===== src/rtl/addsub_pkg.sv =====
// ---------------------------------------------------------------------------
// addsub_pkg
//   Shared types and helpers for the serial add/subtract unit.
//   - state_t  : controller states (IDLE, BUSY, DONE)
//   - MODE_ADD / MODE_SUB : encoding of the mode input
//   - clog2()  : ceiling log2, used to size the digit counter
// ---------------------------------------------------------------------------
package addsub_pkg;

   typedef enum logic [1:0] {
      IDLE = 2'd0,
      BUSY = 2'd1,
      DONE = 2'd2
   } state_t;

   localparam logic MODE_ADD = 1'b0;
   localparam logic MODE_SUB = 1'b1;

   function automatic int clog2(input int value);
      int r;
      int v;
      r = 0;
      v = value - 1;
      while (v > 0) begin
         r++;
         v = v >> 1;
      end
      return r;
   endfunction

endpackage


===== src/rtl/serial_addsub_if.sv =====
// ---------------------------------------------------------------------------
// serial_addsub_if
//   Operand/result handshake bundle for serial_addsub.
//   Request side : in_valid, in_ready, mode, a, b, cin
//   Response side: out_valid, out_ready, result, cout, ovf, zero
//   master = producer of operands / consumer of results, slave = the unit.
// ---------------------------------------------------------------------------
interface serial_addsub_if #(
   parameter int WIDTH = 16
);
   logic             in_valid;
   logic             in_ready;
   logic             mode;
   logic [WIDTH-1:0] a;
   logic [WIDTH-1:0] b;
   logic             cin;
   logic             out_valid;
   logic             out_ready;
   logic [WIDTH-1:0] result;
   logic             cout;
   logic             ovf;
   logic             zero;

   modport master (
      output in_valid, mode, a, b, cin, out_ready,
      input  in_ready, out_valid, result, cout, ovf, zero
   );

   modport slave (
      input  in_valid, mode, a, b, cin, out_ready,
      output in_ready, out_valid, result, cout, ovf, zero
   );
endinterface


===== src/rtl/addsub_digit.sv =====
// ---------------------------------------------------------------------------
// addsub_digit
//   Combinational DIGIT-bit ripple adder slice with subtract inversion.
//   x, y    : operand digits
//   ci      : incoming carry (invert=0) or incoming borrow (invert=1)
//   invert  : 1 in subtract mode; y and ci are complemented so the slice
//             computes x + ~y + ~borrow
//   s       : digit sum
//   co      : true carry out of the slice MSB (always in adder sense)
//   c_msb   : true carry into the slice MSB (for signed overflow)
// ---------------------------------------------------------------------------
module addsub_digit #(
   parameter int DIGIT = 4
) (
   input  logic [DIGIT-1:0] x,
   input  logic [DIGIT-1:0] y,
   input  logic             ci,
   input  logic             invert,
   output logic [DIGIT-1:0] s,
   output logic             co,
   output logic             c_msb
);

   logic [DIGIT-1:0] w_y;

   assign w_y = invert ? ~y : y;

   always_comb begin
      logic carry;
      // NOTE: every output gets a default before the loop so no path leaves
      // one unassigned, which would otherwise infer a latch.
      s     = '0;
      c_msb = 1'b0;
      // NOTE: blocking assignments here model the ripple: each iteration
      // must see the carry produced by the one before it.
      carry = invert ? ~ci : ci;
      for (int i = 0; i < DIGIT; i++) begin
         if (i == DIGIT - 1) begin
            c_msb = carry;
         end
         s[i]  = x[i] ^ w_y[i] ^ carry;
         carry = (x[i] & w_y[i]) | (carry & (x[i] ^ w_y[i]));
      end
      co = carry;
   end

endmodule


===== src/rtl/serial_addsub.sv =====
// ---------------------------------------------------------------------------
// serial_addsub
//   Multi-cycle WIDTH-bit add/subtract unit, DIGIT bits per clock, behind a
//   valid/ready handshake on both sides. Latency WIDTH/DIGIT cycles from
//   accept to out_valid; one further cycle minimum for the out handshake.
//   clk   : rising-edge clock
//   rst_n : asynchronous active-low reset
//   bus   : serial_addsub_if slave (operands, mode, cin in; result, cout,
//           ovf, zero out; valid/ready on both sides)
// ---------------------------------------------------------------------------
module serial_addsub
   import addsub_pkg::*;
#(
   parameter int WIDTH = 16,
   parameter int DIGIT = 4
) (
   input  logic            clk,
   input  logic            rst_n,
   serial_addsub_if.slave  bus
);

   localparam int NDIG = WIDTH / DIGIT;
   localparam int CW   = (NDIG > 1) ? clog2(NDIG) : 1;

   generate
      if (WIDTH < 2 || DIGIT < 1 || (WIDTH % DIGIT) != 0) begin : g_bad_params
         $error("serial_addsub: WIDTH must be >= 2 and a multiple of DIGIT");
      end
   endgenerate

   state_t           r_state;
   logic [CW-1:0]    r_cnt;
   logic [WIDTH-1:0] r_a;
   logic [WIDTH-1:0] r_b;
   logic [WIDTH-1:0] r_res;
   logic             r_mode;
   logic             r_cy;      // carry (add) or borrow (sub) into next digit
   logic             r_cout;
   logic             r_ovf;
   logic             r_zero;

   logic [DIGIT-1:0]       w_s;
   logic                   w_co;
   logic                   w_c_msb;
   logic                   w_sub;
   logic                   w_last;
   logic [WIDTH+DIGIT-1:0] w_res_cat;
   logic [WIDTH-1:0]       w_res_next;

   assign w_sub  = (r_mode == MODE_SUB);
   assign w_last = (r_cnt == CW'(NDIG - 1));

   addsub_digit #(.DIGIT(DIGIT)) u_digit (
      .x      (r_a[DIGIT-1:0]),
      .y      (r_b[DIGIT-1:0]),
      .ci     (r_cy),
      .invert (w_sub),
      .s      (w_s),
      .co     (w_co),
      .c_msb  (w_c_msb)
   );

   // New digit enters at the MSB end; after NDIG shifts digit 0 sits at bit 0.
   assign w_res_cat  = {w_s, r_res};
   assign w_res_next = w_res_cat[WIDTH+DIGIT-1:DIGIT];

   // NOTE: sequential state uses non-blocking assignments so every register
   // samples pre-edge values, independent of statement order.
   always_ff @(posedge clk or negedge rst_n) begin
      if (!rst_n) begin
         // NOTE: the datapath registers are few and visible on the outputs,
         // so all of them are reset to give defined post-reset values.
         r_state <= IDLE;
         r_cnt   <= '0;
         r_a     <= '0;
         r_b     <= '0;
         r_res   <= '0;
         r_mode  <= MODE_ADD;
         r_cy    <= 1'b0;
         r_cout  <= 1'b0;
         r_ovf   <= 1'b0;
         r_zero  <= 1'b0;
      end else begin
         case (r_state)
            IDLE: begin
               if (bus.in_valid) begin
                  r_a     <= bus.a;
                  r_b     <= bus.b;
                  r_mode  <= (bus.mode == MODE_SUB) ? MODE_SUB : MODE_ADD;
                  r_cy    <= bus.cin;
                  r_cnt   <= '0;
                  r_state <= BUSY;
               end
            end
            BUSY: begin
               r_a   <= r_a >> DIGIT;
               r_b   <= r_b >> DIGIT;
               r_res <= w_res_next;
               // Keep the running value in the mode's own sense (borrow in
               // sub), so after the last digit it already equals cout.
               r_cy  <= w_co ^ w_sub;
               r_cnt <= r_cnt + 1'b1;
               if (w_last) begin
                  r_cout  <= w_co ^ w_sub;
                  r_ovf   <= w_c_msb ^ w_co;
                  r_zero  <= (w_res_next == '0);
                  r_state <= DONE;
               end
            end
            DONE: begin
               if (bus.out_ready) begin
                  r_state <= IDLE;
               end
            end
            default: r_state <= IDLE;
         endcase
      end
   end

   assign bus.in_ready  = (r_state == IDLE);
   assign bus.out_valid = (r_state == DONE);
   assign bus.result    = r_res;
   assign bus.cout      = r_cout;
   assign bus.ovf       = r_ovf;
   assign bus.zero      = r_zero;

endmodule


===== src/flat_wrapper.sv =====
// flat-port wrapper written by rule: the top's interface ports become plain ports
module serial_addsub_flat import addsub_pkg::*;
#(
   parameter int WIDTH = 16,
   parameter int DIGIT = 4
)
  (clk, rst_n, bus_in_valid, bus_mode, bus_a, bus_b, bus_cin, bus_out_ready, bus_in_ready, bus_out_valid, bus_result, bus_cout, bus_ovf, bus_zero);
  serial_addsub_if #(.WIDTH(WIDTH)) bus_i ();
  input  logic clk;
  input  logic rst_n;
  input wire logic [$bits(bus_i.in_valid)-1:0] bus_in_valid;
  input wire logic [$bits(bus_i.mode)-1:0] bus_mode;
  input wire logic [$bits(bus_i.a)-1:0] bus_a;
  input wire logic [$bits(bus_i.b)-1:0] bus_b;
  input wire logic [$bits(bus_i.cin)-1:0] bus_cin;
  input wire logic [$bits(bus_i.out_ready)-1:0] bus_out_ready;
  output wire logic [$bits(bus_i.in_ready)-1:0] bus_in_ready;
  output wire logic [$bits(bus_i.out_valid)-1:0] bus_out_valid;
  output wire logic [$bits(bus_i.result)-1:0] bus_result;
  output wire logic [$bits(bus_i.cout)-1:0] bus_cout;
  output wire logic [$bits(bus_i.ovf)-1:0] bus_ovf;
  output wire logic [$bits(bus_i.zero)-1:0] bus_zero;
  assign bus_i.in_valid = bus_in_valid;
  assign bus_i.mode = bus_mode;
  assign bus_i.a = bus_a;
  assign bus_i.b = bus_b;
  assign bus_i.cin = bus_cin;
  assign bus_i.out_ready = bus_out_ready;
  assign bus_in_ready = bus_i.in_ready;
  assign bus_out_valid = bus_i.out_valid;
  assign bus_result = bus_i.result;
  assign bus_cout = bus_i.cout;
  assign bus_ovf = bus_i.ovf;
  assign bus_zero = bus_i.zero;
  serial_addsub #(.WIDTH(WIDTH), .DIGIT(DIGIT)) u_core (.clk(clk), .rst_n(rst_n), .bus(bus_i));
endmodule

===== config.mk =====
export PLATFORM = sky130hd
export DESIGN_NAME = serial_addsub_flat
export DESIGN_NICKNAME = d
export VERILOG_FILES = /design/src/rtl/addsub_pkg.sv /design/src/rtl/serial_addsub_if.sv /design/src/rtl/addsub_digit.sv /design/src/rtl/serial_addsub.sv /design/src/flat_wrapper.sv
export SDC_FILE = /design/constraint.sdc
export NUM_CORES = 1
export LEC_CHECK = 0
export CAP_MARGIN = 0
export CORE_ASPECT_RATIO = 0.75
export CORE_MARGIN = 8
export CORE_UTILIZATION = 40
export DETAILED_ROUTE_END_ITERATION = 6
export GPL_TIMING_DRIVEN = 0
export PLACE_DENSITY = 0.74
export SYNTH_ARGS = -nofsm -noshare
export SYNTH_HDL_FRONTEND = slang
export SYNTH_SLANG_ARGS = --single-unit

===== constraint.sdc =====
create_clock -name clk -period 3.7 [get_ports clk]
set_input_delay 0.555 -clock clk [delete_from_list [all_inputs] [get_ports clk]]
set_output_delay 0.555 -clock clk [all_outputs]
set_load 0.01 [all_outputs]

## Word level (Yosys, flattened, before mapping)

Index checks and enable logic that the tools add are counted.

| word-level totals | value |
|---|---|
| output and inout bits | 21 |
| input bits | 38 |
| register bits after elaboration | 57 |

| cells by class | value |
|---|---|
| $add $sub $neg | 1 |
| bitwise logic cells | 24 |
| reductions and logical operators | 7 |
| equality and inequality tests | 6 |
| muxes and demuxes | 15 |

Operators by type and width:

| kind | number |
|---|---|
| $pmux 16 s2 | 2 |
| $mux 16 | 2 |
| $logic_not 16->1 | 1 |
| $xor 1x1->1 | 10 |
| $and 1x1->1 | 8 |
| $mux 2 | 4 |
| $pmux 2 s3 | 1 |
| $reduce_and 2->1 | 3 |
| $eq 2x2->1 const B | 2 |
| $mux 4 | 1 |
| $ne 2x2->1 const B | 2 |
| $not 4->4 | 1 |
| $or 1x1->1 | 4 |
| $pmux 2 s2 | 1 |
| $mux 1 | 3 |
| $reduce_and 3->1 | 1 |
| $add 2x1->2 const B | 1 |
| $eq 2x1->1 const B | 1 |
| $logic_not 2->1 | 1 |
| $ne 2x1->1 const B | 1 |
| $pmux 1 s2 | 1 |
| $reduce_bool 2->1 | 1 |
| $not 1->1 | 1 |

## Depth between registers and ports, before layout

Gate-level depths: netlist of the first run.

| depth | value |
|---|---|
| depth after elaboration | 13 |
| mapped depth | 10 |
| gate-level depth less buffers | 9 |

## Modules after synthesis

A second synthesis of the first run with hierarchy kept.

| unflattened totals | value |
|---|---|
| cells, all modules | 261 |
| area, all modules | 2627.5 um^2 |

Modules (own cells, without submodules):

| module | area an instance (um^2) | cells each | instances |
|---|---|---|---|
| serial_addsub | 2462.4 | 243 | 1 |
| addsub_digit | 165.2 | 18 | 1 |

## Least setup slack after synthesis of the first run

Ideal clock, no wire load.

| timing path | value |
|---|---|
| path kind | register to register |
| start | register u_core.r_mode |
| end | register u_core.r_zero, in the netlist u_core.bus.zero |
| path buffers | 1 |
| arrival time | 2.704 ns |
| library setup time | 0.083 ns |
| slack | 0.913 ns |
| data required time | 3.617 ns |
| stages on the path, launching flop included | 11 |
| cells stage by stage | dfrtp_1 -> buf_2 -> xor2_1 -> fa_1 -> inv_1 -> fa_1 -> fa_1 -> fa_1 -> and4b_1 -> nand4_1 -> o21ai_0 |

| on the way | value |
|---|---|
| cells in the longest elaborated chain, start to end | 10 |
| elaborated cells between the ends (all ways) | 20 |
| those cells by class | mux: 2; bitwise: 17; reduce/logical: 1 |

RTL lines:

| what | line | RTL |
|---|---|---|
| from (decl) | serial_addsub.sv:36 | `logic r_mode;` |
| from (signal assigned) | serial_addsub.sv:89 | `r_mode <= (bus.mode == MODE_SUB) ? MODE_SUB : MODE_ADD;` |
| $mux 4 | addsub_digit.sv:26 | `assign w_y = invert ? ~y : y;` |
| $xor 1x1->1 | addsub_digit.sv:41, addsub_digit.sv:42 |  |
| $and 1x1->1 | addsub_digit.sv:42 | `carry = (x[i] & w_y[i]) \| (carry & (x[i] ^ w_y[i]));` |
| $or 1x1->1 | addsub_digit.sv:42 |  |
| $and 1x1->1 | addsub_digit.sv:42 |  |
| $or 1x1->1 | addsub_digit.sv:42 |  |
| $and 1x1->1 | addsub_digit.sv:42 |  |
| $or 1x1->1 | addsub_digit.sv:42 |  |
| $xor 1x1->1 | addsub_digit.sv:41 | `s[i] = x[i] ^ w_y[i] ^ carry;` |
| $logic_not 16->1 (*) | serial_addsub.sv:106 | `r_zero <= (w_res_next == '0);` |
| to (signal assigned) | serial_addsub.sv:106 |  |
| to (decl) | serial_addsub.sv:40 | `logic r_zero;` |

Mark *: on every way between the ends. The rest lies on a longest branch, timed or not.
A chain may end at the register's enable or synchronous reset.

## Worst setup path in the final report of the first run

Ends and elaborated chain as after synthesis.

==> results of run 1 <==
==> cell families (layout without fill, tap and decap cells) <==
logic type / after synthesis / after routing / synth area share
adder cells (fa/ha/maj): 5 / 5 / 0.0356
AO/OA/AOI/OAI: 35 / 35 / 0.0817
buffers and inverters: 23 / 95 / 0.0577
XOR/XNOR: 7 / 7 / 0.0235
flip-flops: 57 / 57 / 0.548
multiplexers: 13 / 13 / 0.0562
AND/OR/NAND/NOR: 120 / 120 / 0.198
==> cell type report <==
type                    count  area [um2]  share of cell area
inverters                   6        22.5             0.00649
well taps                  81         101              0.0292
repair buffers             59         596               0.172
flip-flops and latches     57        1430               0.411
clock buffers              13         169              0.0487
multi-input cells         180        1030               0.296
plain buffers              17         128              0.0368
==> through the flow <==
stage / cell area, um2 / instances / hold slack, ps
after floorplan: 2600 / 260 / 259
after global placement: 3290 / 399 / 468
after detailed placement: 3300 / 400 / 478
after CTS: 3470 / 413 / 239
after global routing: 3470 / 413 / 268
final: 3470 / 413 / 234
==> cells in the final DEF, fill, tap and decap left out <==
cell / count
nand4_1: 1
o21ai_1: 2
nand3_2: 1
xnor2_1: 4
nor4_1: 3
o211ai_2: 1
fa_1: 4
nand2b_1: 2
buf_4: 2
buf_2: 10
inv_1: 6
clkbuf_1: 1
nand3_1: 10
mux2_2: 13
clkbuf_8: 12
clkdlybuf4s50_1: 57
a31oi_1: 24
dfrtp_1: 57
nand2_1: 74
nor3b_4: 1
and4b_1: 1
or3b_1: 1
buf_6: 6
nor2_1: 25
nand3b_1: 1
xor2_1: 3
buf_12: 1
ha_1: 1
o21ai_0: 8
==> path summary, 6_finish.rpt <==
check / start / to / slack (ps)
setup / recovery: u_core.r_mode$_DFFE_PN0P_ / u_core.bus.zero$_DFFE_PN0P_ / 740
hold / removal: rst_n / u_core.bus.result[1]$_DFFE_PN0P_ / 230
setup reg to reg: u_core.r_mode$_DFFE_PN0P_ / u_core.bus.zero$_DFFE_PN0P_ / 740
hold reg to reg: u_core.r_cnt[0]$_DFFE_PN0P_ / u_core.r_cnt[0]$_DFFE_PN0P_ / 480
max in group asynchronous: rst_n / u_core.r_b[1]$_DFFE_PN0P_ / 2890
min in group clk: u_core.r_cnt[0]$_DFFE_PN0P_ / u_core.r_cnt[0]$_DFFE_PN0P_ / 480
==> state kept, by name (all words and copies together) (netlist names) <==
signal             cells
u_core.bus.cout        1
u_core.bus.result     16
u_core.r_cnt           2
u_core.r_b            16
u_core.r_cy            1
u_core.bus.ovf         1
u_core.bus.zero        1
u_core.r_mode          1
u_core.r_state         2
u_core.r_a            16
==> routing by layer <==
layer / share of wire / track usage
met3: 0.091 / 0.0712
met5: 0 / 0
met1: 0.46 / 0.181
met4: 0.0087 / 0.0372
met2: 0.44 / 0.203
==> where the power goes <==
group          total, mW  switching, mW  internal, mW
clock network      0.509          0.222         0.287
logic               1.69          0.858         0.833
registers           1.16          0.210         0.945
==> results.py, run 1 <==
metrics = {
    "run_status": {
        "status": "finished, final reports clean",
    },
    "hold_path": {
        "min_path_type": "primary input to async pin",
    },
    "worst_setup_path": {
        "cp_cell_sequence": "buf_2, xor2_1, fa_1, inv_1, fa_1, fa_1, fa_1, and4b_1, nand4_1, o21ai_0",
        "cp.arrival_ps": 3220,
        "start_kind": "flop",
        "crit_buf_inv": 2,
        "cp-end-kind": "flop",
        "crit_path_top_delay_cell": "fa_1",
        "critPathKind": "flop to flop",
        "r2r_cells": 10,
        "critPathRequiredTime_ps": 3950,
        "path_max_fanout": 7,
        "path_delay_family": "adder cells",
        "critical-path-max-stage-delay_ps": 540,
        "crit_cells": 10,
        "path_common_cell": "fa_1",
    },
    "synth": {
        "synth.most_common_cell": "nand2_1",
        "syn-num-nets": 303,
        "ys_top_cells_by_count": "nand2_1 (74), dfrtp_1 (57), nor2_1 (25)",
        "syn_inst": 260,
        "ys.warnings.count": 0,
        "synth_largest_area_cell": "dfrtp_1",
        "synth-seq-cells": 57,
        "avgSynthCellArea_um2": 10.0,
        "async_flop_share": 1.00,
        "yosysTopAreaCellShare": 0.548,
        "synth_edf_count": 0,
        "synthFlopType": "dfrtp_1",
        "yosys-top-cells-area": "dfrtp_1 (55%), nand2_1 (11%), a31oi_1 (5.8%)",
        "synth_area_um2": 2600,
        "yosysSeqAreaShare": 0.548,
        "synth_cell_type_count": 25,
    },
    "die": {
        "num_rows": 25,
        "start_util": 0.414,
        "die_h_um": 85.9,
        "io_pins": 59,
        "dieArea_um2": 9370,
        "dieWidth_um": 109,
        "core_um2": 6290,
    },
    "clocking": {
        "clockBufferDepth": 2,
        "root_buffer": "clkbuf_8",
        "cts_tree": "done",
        "numCtsBuffers": 9,
        "hold_buffers": 0,
        "cts_setup_buffers": 0,
        "cts_max_level": 3,
        "postCtsResizedCells": 0,
        "clkSlewWorstSetupHoldPaths_ps": 60,
        "cts_sinks": 57,
        "clkLatencyLatePin_ps": 340,
    },
    "route": {
        "drtIter0Drc": 96,
        "drc": 0,
        "drt_wl_total_mm": 6.07,
        "route.vias.total": 2030,
        "dr.pass1.iters": 4,
        "drt-wirelength-per-cell_um": 14.7,
        "ant_nets": 0,
        "avgViaCountPerCell": 4.92,
    },
    "timing": {
        "slew_headroom": 0.586,
        "fin_skew_ps": 4.79,
        "final.min_clock_period_ps": 2960,
        "min_period_over_period": 0.801,
        "rsz0062_at_grt": "no",
        "setup_viol": 0,
        "timing.final.max_slew_violations": 0,
        "fin_tns_setup_ps": 0,
        "fmax_ghz": 0.338,
        "fin_ws_ps": 738,
        "hold_viol": 0,
        "worstMarginPinSlew_ps": 621,
    },
    "finish": {
        "drive_gt1_frac": 0.142,
        "final_core_util": 0.552,
        "diodes": 0,
        "area_growth_pct": 33.3,
        "fin_nets": 373,
        "fillers": 578,
    },
    "placement": {
        "gp_congestion": 0.779,
        "hpwl_mm": 4.54,
        "io_buffers": 58,
        "pre_cts_ws_ps": 707,
    },
    "grt": {
        "grt_overflow": 0,
        "grtUsageTotal": 0.141,
        "grt_pass1_vias": 2140,
        "grt_max_degree": 31,
        "antenna_found_initial": 0,
        "grt_pass1_wl_mm": 10.2,
    },
    "power": {
        "power.total_mw": 3.36,
        "power.density_nw_per_um2": 967,
        "leakage_nw": 1.58,
        "max-vdd-ir-drop_mv": 0.330,
    },
    "flow_run": {
        "maxCapViolations": 0,
    },
}
(Power assumes the default switching activity.)
==> run 2, diff against run 1 <==
clock period = 3.1 ns   (was 3.7 ns; I/O delays follow)
==> results.py, run 2 (same netlist as run 1, synthesis figures left out) <==
metrics = {
    "run_status": {
        "status": "finished, final reports clean",
    },
    "finish": {
        "final_common_cell": "nand2_1",
        "diodes": 0,
        "final_cell_mix": "nand2_1 (74), clkdlybuf4s50_1 (57), dfrtp_1 (57), nor2_1 (25), a31oi_1 (24)",
        "drive_gt1_frac": 0.148,
        "fillers": 574,
        "final_core_util": 0.554,
        "fin_nets": 373,
        "multi_input_comb_area_um2": 1040,
        "area_growth_pct": 33.8,
        "seqCellArea_um2": 1430,
    },
    "clocking": {
        "cts_setup_buffers": 0,
        "clkSlewWorstSetupHoldPaths_ps": 60,
        "cts_max_level": 3,
        "cts_tree": "done",
        "cts_sinks": 57,
        "postCtsResizedCells": 0,
        "root_buffer": "clkbuf_8",
        "hold_buffers": 0,
        "numCtsBuffers": 9,
        "clkLatencyLatePin_ps": 330,
        "clockBufferDepth": 2,
    },
    "power": {
        "max-vdd-ir-drop_mv": 0.395,
        "leakage_nw": 1.58,
        "p_sw_frac": 0.385,
        "combPwrFrac": 0.505,
        "power.total_mw": 4.02,
        "p_sw_mw": 1.55,
        "p_int_mw": 2.47,
        "p_clk_frac": 0.151,
        "seqPwrFrac": 0.344,
        "power.density_nw_per_um2": 1150,
    },
    "worst_setup_path": {
        "reg2reg_from": "u_core.r_mode$_DFFE_PN0P_",
        "cp.arrival_ps": 3190,
        "start_kind": "flop",
        "r2r_end": "u_core.bus.zero$_DFFE_PN0P_",
        "critPathRequiredTime_ps": 3350,
        "path_max_fanout": 7,
        "cp-end-kind": "flop",
        "worstSetupEndpoint": "u_core.bus.zero$_DFFE_PN0P_",
        "r2r_cells": 10,
        "rrSetupSlack_ps": 160,
        "critPathKind": "flop to flop",
        "startpoint": "u_core.r_mode$_DFFE_PN0P_",
    },
    "route": {
        "drc": 0,
        "avgViaCountPerCell": 4.86,
        "drt_wl_total_mm": 6.05,
        "ant_nets": 0,
        "route.vias.total": 2008,
        "dr.pass1.iters": 4,
        "drt-wirelength-per-cell_um": 14.6,
        "drtIter0Drc": 105,
    },
    "grt": {
        "grt_overflow": 0,
        "grt_pass1_wl_mm": 10.2,
        "grt.met1_usage": 0.181,
        "grt_max_degree": 31,
        "grtUsageTotal": 0.141,
        "met3_usage": 0.0712,
        "grt_use_met2": 0.203,
        "antenna_found_initial": 0,
        "grt.busiest_layer": "met2",
        "grt_pass1_vias": 2140,
    },
    "die": {
        "num_rows": 25,
        "dieArea_um2": 9370,
        "dieWidth_um": 109,
        "io_pins": 59,
        "start_util": 0.414,
        "core_um2": 6290,
        "die_h_um": 85.9,
    },
    "timing": {
        "rsz0062_at_grt": "no",
        "hold_viol": 0,
        "worstMarginPinSlew_ps": 617,
        "slew_headroom": 0.588,
        "timing.final.max_slew_violations": 0,
        "fmax_ghz": 0.340,
        "fin_skew_ps": 4.47,
        "min_period_over_period": 0.948,
        "setup_viol": 0,
        "final.min_clock_period_ps": 2940,
    },
    "placement": {
        "gp_congestion": 0.779,
        "hpwl_mm": 4.54,
        "io_buffers": 58,
    },
    "flow_run": {
        "maxCapViolations": 0,
    },
    "hold_path": {
        "min_path_type": "primary input to async pin",
    },
}
run 2: power by group through the flow:
stage / logic (mW) / clock network [mW] / registers, mW
5_1_grt: 2.27 / 0.659 / 1.43
4_1_cts: 2.05 / 0.623 / 1.38
3_5_place_dp: 2.04 / 0 / 1.39
3_3_place_gp: 1.98 / 0 / 1.37
2_1_floorplan: 1.34 / 0 / 1.38
6_report: 2.03 / 0.606 / 1.38
run 2: area by class of cell:
type,count,area share
Multi-Input combinational cell,180,0.299
Buffer,17,0.0366
Inverter,6,0.00646
Tap cell,81,0.0291
Sequential cell,57,0.409
Timing Repair Buffer,59,0.171
Clock buffer,13,0.0485
run 2: worst min path at each step:
stage	end	cells after the start	slack (ps)
global route	u_core.bus.result[10]$_DFFE_PN0P_	1	180
floorplan	u_core.bus.cout$_DFFE_PN0P_	0	170
detailed placement	u_core.bus.zero$_DFFE_PN0P_	2	480
CTS	u_core.bus.result[4]$_DFFE_PN0P_	1	150
global placement	u_core.r_cnt[0]$_DFFE_PN0P_	1	470
finish	u_core.bus.result[1]$_DFFE_PN0P_	1	150
run 2: per-layer routing:
| metal | up-vias | part of all wire |
|---|---|---|
| met5 | - | 0 |
| met4 | 0 | 0.011 |
| met3 | 8 | 0.091 |
| met2 | 66 | 0.44 |
| met1 | 934 | 0.46 |
| li1 | 1000 | - |
run 2: through the flow:
stage / hold WS (ps) / std cells / cell area, um2 / setup WS, ps / setup TNS [ps]
floorplan: 169 / 260 / 2600 / 313 / 0
global placement: 468 / 399 / 3290 / -204 / -11500
detailed placement: 478 / 400 / 3300 / 107 / 0
CTS: 149 / 413 / 3470 / 99.9 / 0
global route: 178 / 413 / 3480 / 24.9 / 0
finish: 146 / 413 / 3480 / 162 / 0
run 2: worst max-delay path, cell delays in order (launching register included):
cell     delay [ps]
dfrtp_1         350
buf_2           190
xor2_2          210
fa_1            190
inv_1            50
fa_1            410
fa_1            460
fa_1            540
and4b_1         190
nand4_1          90
o21ai_0         160
==> run 3, diff against run 2 <==
CORE_MARGIN = unset   (was 8)
clock period = 3.5 ns   (was 3.1 ns; I/O delays follow)
==> results.py, run 3 (same netlist as run 1, synthesis figures left out) <==
metrics = {
    "timing": {
        "fin_hold_ws_ps": 195,
        "setup_viol": 0,
        "final.min_clock_period_ps": 2990,
        "slew_headroom": 0.592,
        "hold_viol": 0,
        "min_period_over_period": 0.854,
        "timing.final.max_slew_violations": 0,
        "fin_tns_setup_ps": 0,
        "worstMarginPinSlew_ps": 612,
        "rsz0062_at_grt": "no",
        "fin_skew_ps": 4.93,
        "fin_ws_ps": 512,
        "fmax_ghz": 0.335,
    },
    "route": {
        "highest_layer": "met4",
        "ant_nets": 0,
        "dr.pass1.iters": 4,
        "drc": 0,
        "routed-wl-met3_um": 369,
        "avgViaCountPerCell": 5.07,
        "route.vias.total": 2103,
        "met1Wirelength_mm": 2.74,
        "drtIter0Drc": 98,
        "dr_wl_met2_mm": 2.62,
        "drt_wl_total_mm": 5.82,
        "drt-wirelength-per-cell_um": 14.0,
    },
    "run_status": {
        "status": "finished, final reports clean",
    },
    "worst_setup_path": {
        "critPathRequiredTime_ps": 3750,
        "path_max_fanout": 7,
        "crit_path_top_delay_cell": "fa_1",
        "reg2reg_from": "u_core.r_mode$_DFFE_PN0P_",
        "critPathKind": "flop to flop",
        "critical-path-max-stage-delay_ps": 540,
        "cp-end-kind": "flop",
        "cp.arrival_ps": 3240,
        "cp_cell_sequence": "buf_2, xor2_1, fa_1, inv_1, fa_1, fa_1, fa_1, and4b_1, nand4_1, o21ai_0",
        "r2r_cells": 10,
        "start_kind": "flop",
        "rrSetupSlack_ps": 510,
        "path_common_cell": "fa_1",
        "r2r_end": "u_core.bus.zero$_DFFE_PN0P_",
    },
    "clocking": {
        "root_buffer": "clkbuf_8",
        "cts_tree": "done",
        "hold_buffers": 0,
        "clockBufferDepth": 2,
        "numCtsBuffers": 9,
        "cts_setup_buffers": 0,
        "clkSlewWorstSetupHoldPaths_ps": 60,
        "postCtsResizedCells": 0,
        "clkLatencyLatePin_ps": 340,
        "cts_sinks": 57,
        "cts_max_level": 3,
    },
    "placement": {
        "io_buffers": 58,
        "pre_cts_ws_ps": 511,
        "gp_congestion": 0.764,
        "dp_cells": 400,
        "hpwl_mm": 4.22,
        "dpl_cell_area_um2": 3300,
    },
    "finish": {
        "drive_gt1_frac": 0.150,
        "diodes": 0,
        "instances_no_fill": 415,
        "final_common_cell": "nand2_1",
        "fin_nets": 373,
        "final_cell_mix": "nand2_1 (74), clkdlybuf4s50_1 (57), dfrtp_1 (57), nor2_1 (25), a31oi_1 (24)",
        "area_growth_pct": 33.7,
        "stdcell_area_um2": 3480,
    },
    "power": {
        "max-vdd-ir-drop_mv": 0.339,
        "power.density_nw_per_um2": 1030,
        "leakage_nw": 1.59,
    },
    "grt": {
        "grt_pass1_vias": 2050,
        "grt_overflow": 0,
        "grtUsageTotal": 0.192,
        "antenna_found_initial": 0,
        "grt_pass1_wl_mm": 9.54,
        "grt_max_degree": 32,
    },
    "hold_path": {
        "min_path_type": "primary input to async pin",
    },
    "die": {
        "num_rows": 25,
        "dieArea_um2": 6840,
        "die_h_um": 71.9,
        "core_um2": 6290,
        "start_util": 0.414,
        "dieWidth_um": 95.2,
        "io_pins": 59,
    },
    "flow_run": {
        "maxCapViolations": 0,
    },
}
-- run 3: worst max-delay path, delay by kind of cell (launching register included) --
kind	cells	cell delay, ps
AOI/OAI and AO/OA	1	170
xor gates and xnor gates	1	250
adders and majority gates	4	1620
buffers and inverters	2	220
DFF	1	350
and+or+nand+nor	2	290
-- run 3: layout make-up --
cell class | count | area [um2]
Fill cell | 568 | 2810
Sequential cell | 57 | 1430
Multi-Input combinational cell | 180 | 1030
Timing Repair Buffer | 59 | 596
Clock buffer | 12 | 165
Buffer | 17 | 128
Tap cell | 81 | 101
Inverter | 6 | 22.5
Clock inverter | 3 | 15.0
-- run 3: worst max-delay path by stage --
stage	end	start	cells after the start	slack (ps)
after floorplan	u_core.bus.zero$_DFFE_PN0P_	u_core.r_mode$_DFFE_PN0P_	10	710
after global placement	u_core.r_a[13]$_DFFE_PN0P_	rst_n	1	150
after detailed placement	u_core.bus.zero$_DFFE_PN0P_	u_core.r_mode$_DFFE_PN0P_	10	510
after CTS	u_core.bus.zero$_DFFE_PN0P_	u_core.r_mode$_DFFE_PN0P_	10	500
after global routing	u_core.bus.zero$_DFFE_PN0P_	u_core.r_mode$_DFFE_PN0P_	10	350
final	u_core.bus.zero$_DFFE_PN0P_	u_core.r_mode$_DFFE_PN0P_	10	510
-- run 3: metal layers --
metal	up-vias	GRT usage
met3	14	0.0732
met2	83	0.279
met4	0	0.0808
met5	-	0
li1	1006	-
met1	1000	0.255
-- run 3: where the power goes --
group	leakage [nW]	total (mW)	internal [mW]	switching, mW
Combinational	0.795	1.79	0.877	0.912
Clock	0.0980	0.559	0.307	0.252
Sequential	0.693	1.23	0.999	0.226
-- run 3: stage by stage --
stage | power [mW] | utilization
6_report | 3.57 | 0.554
5_1_grt | 3.87 | 0.554
4_1_cts | 3.60 | 0.554
3_5_place_dp | 3.03 | 0.525
3_3_place_gp | 2.96 | 0.523
2_1_floorplan | 2.41 | -
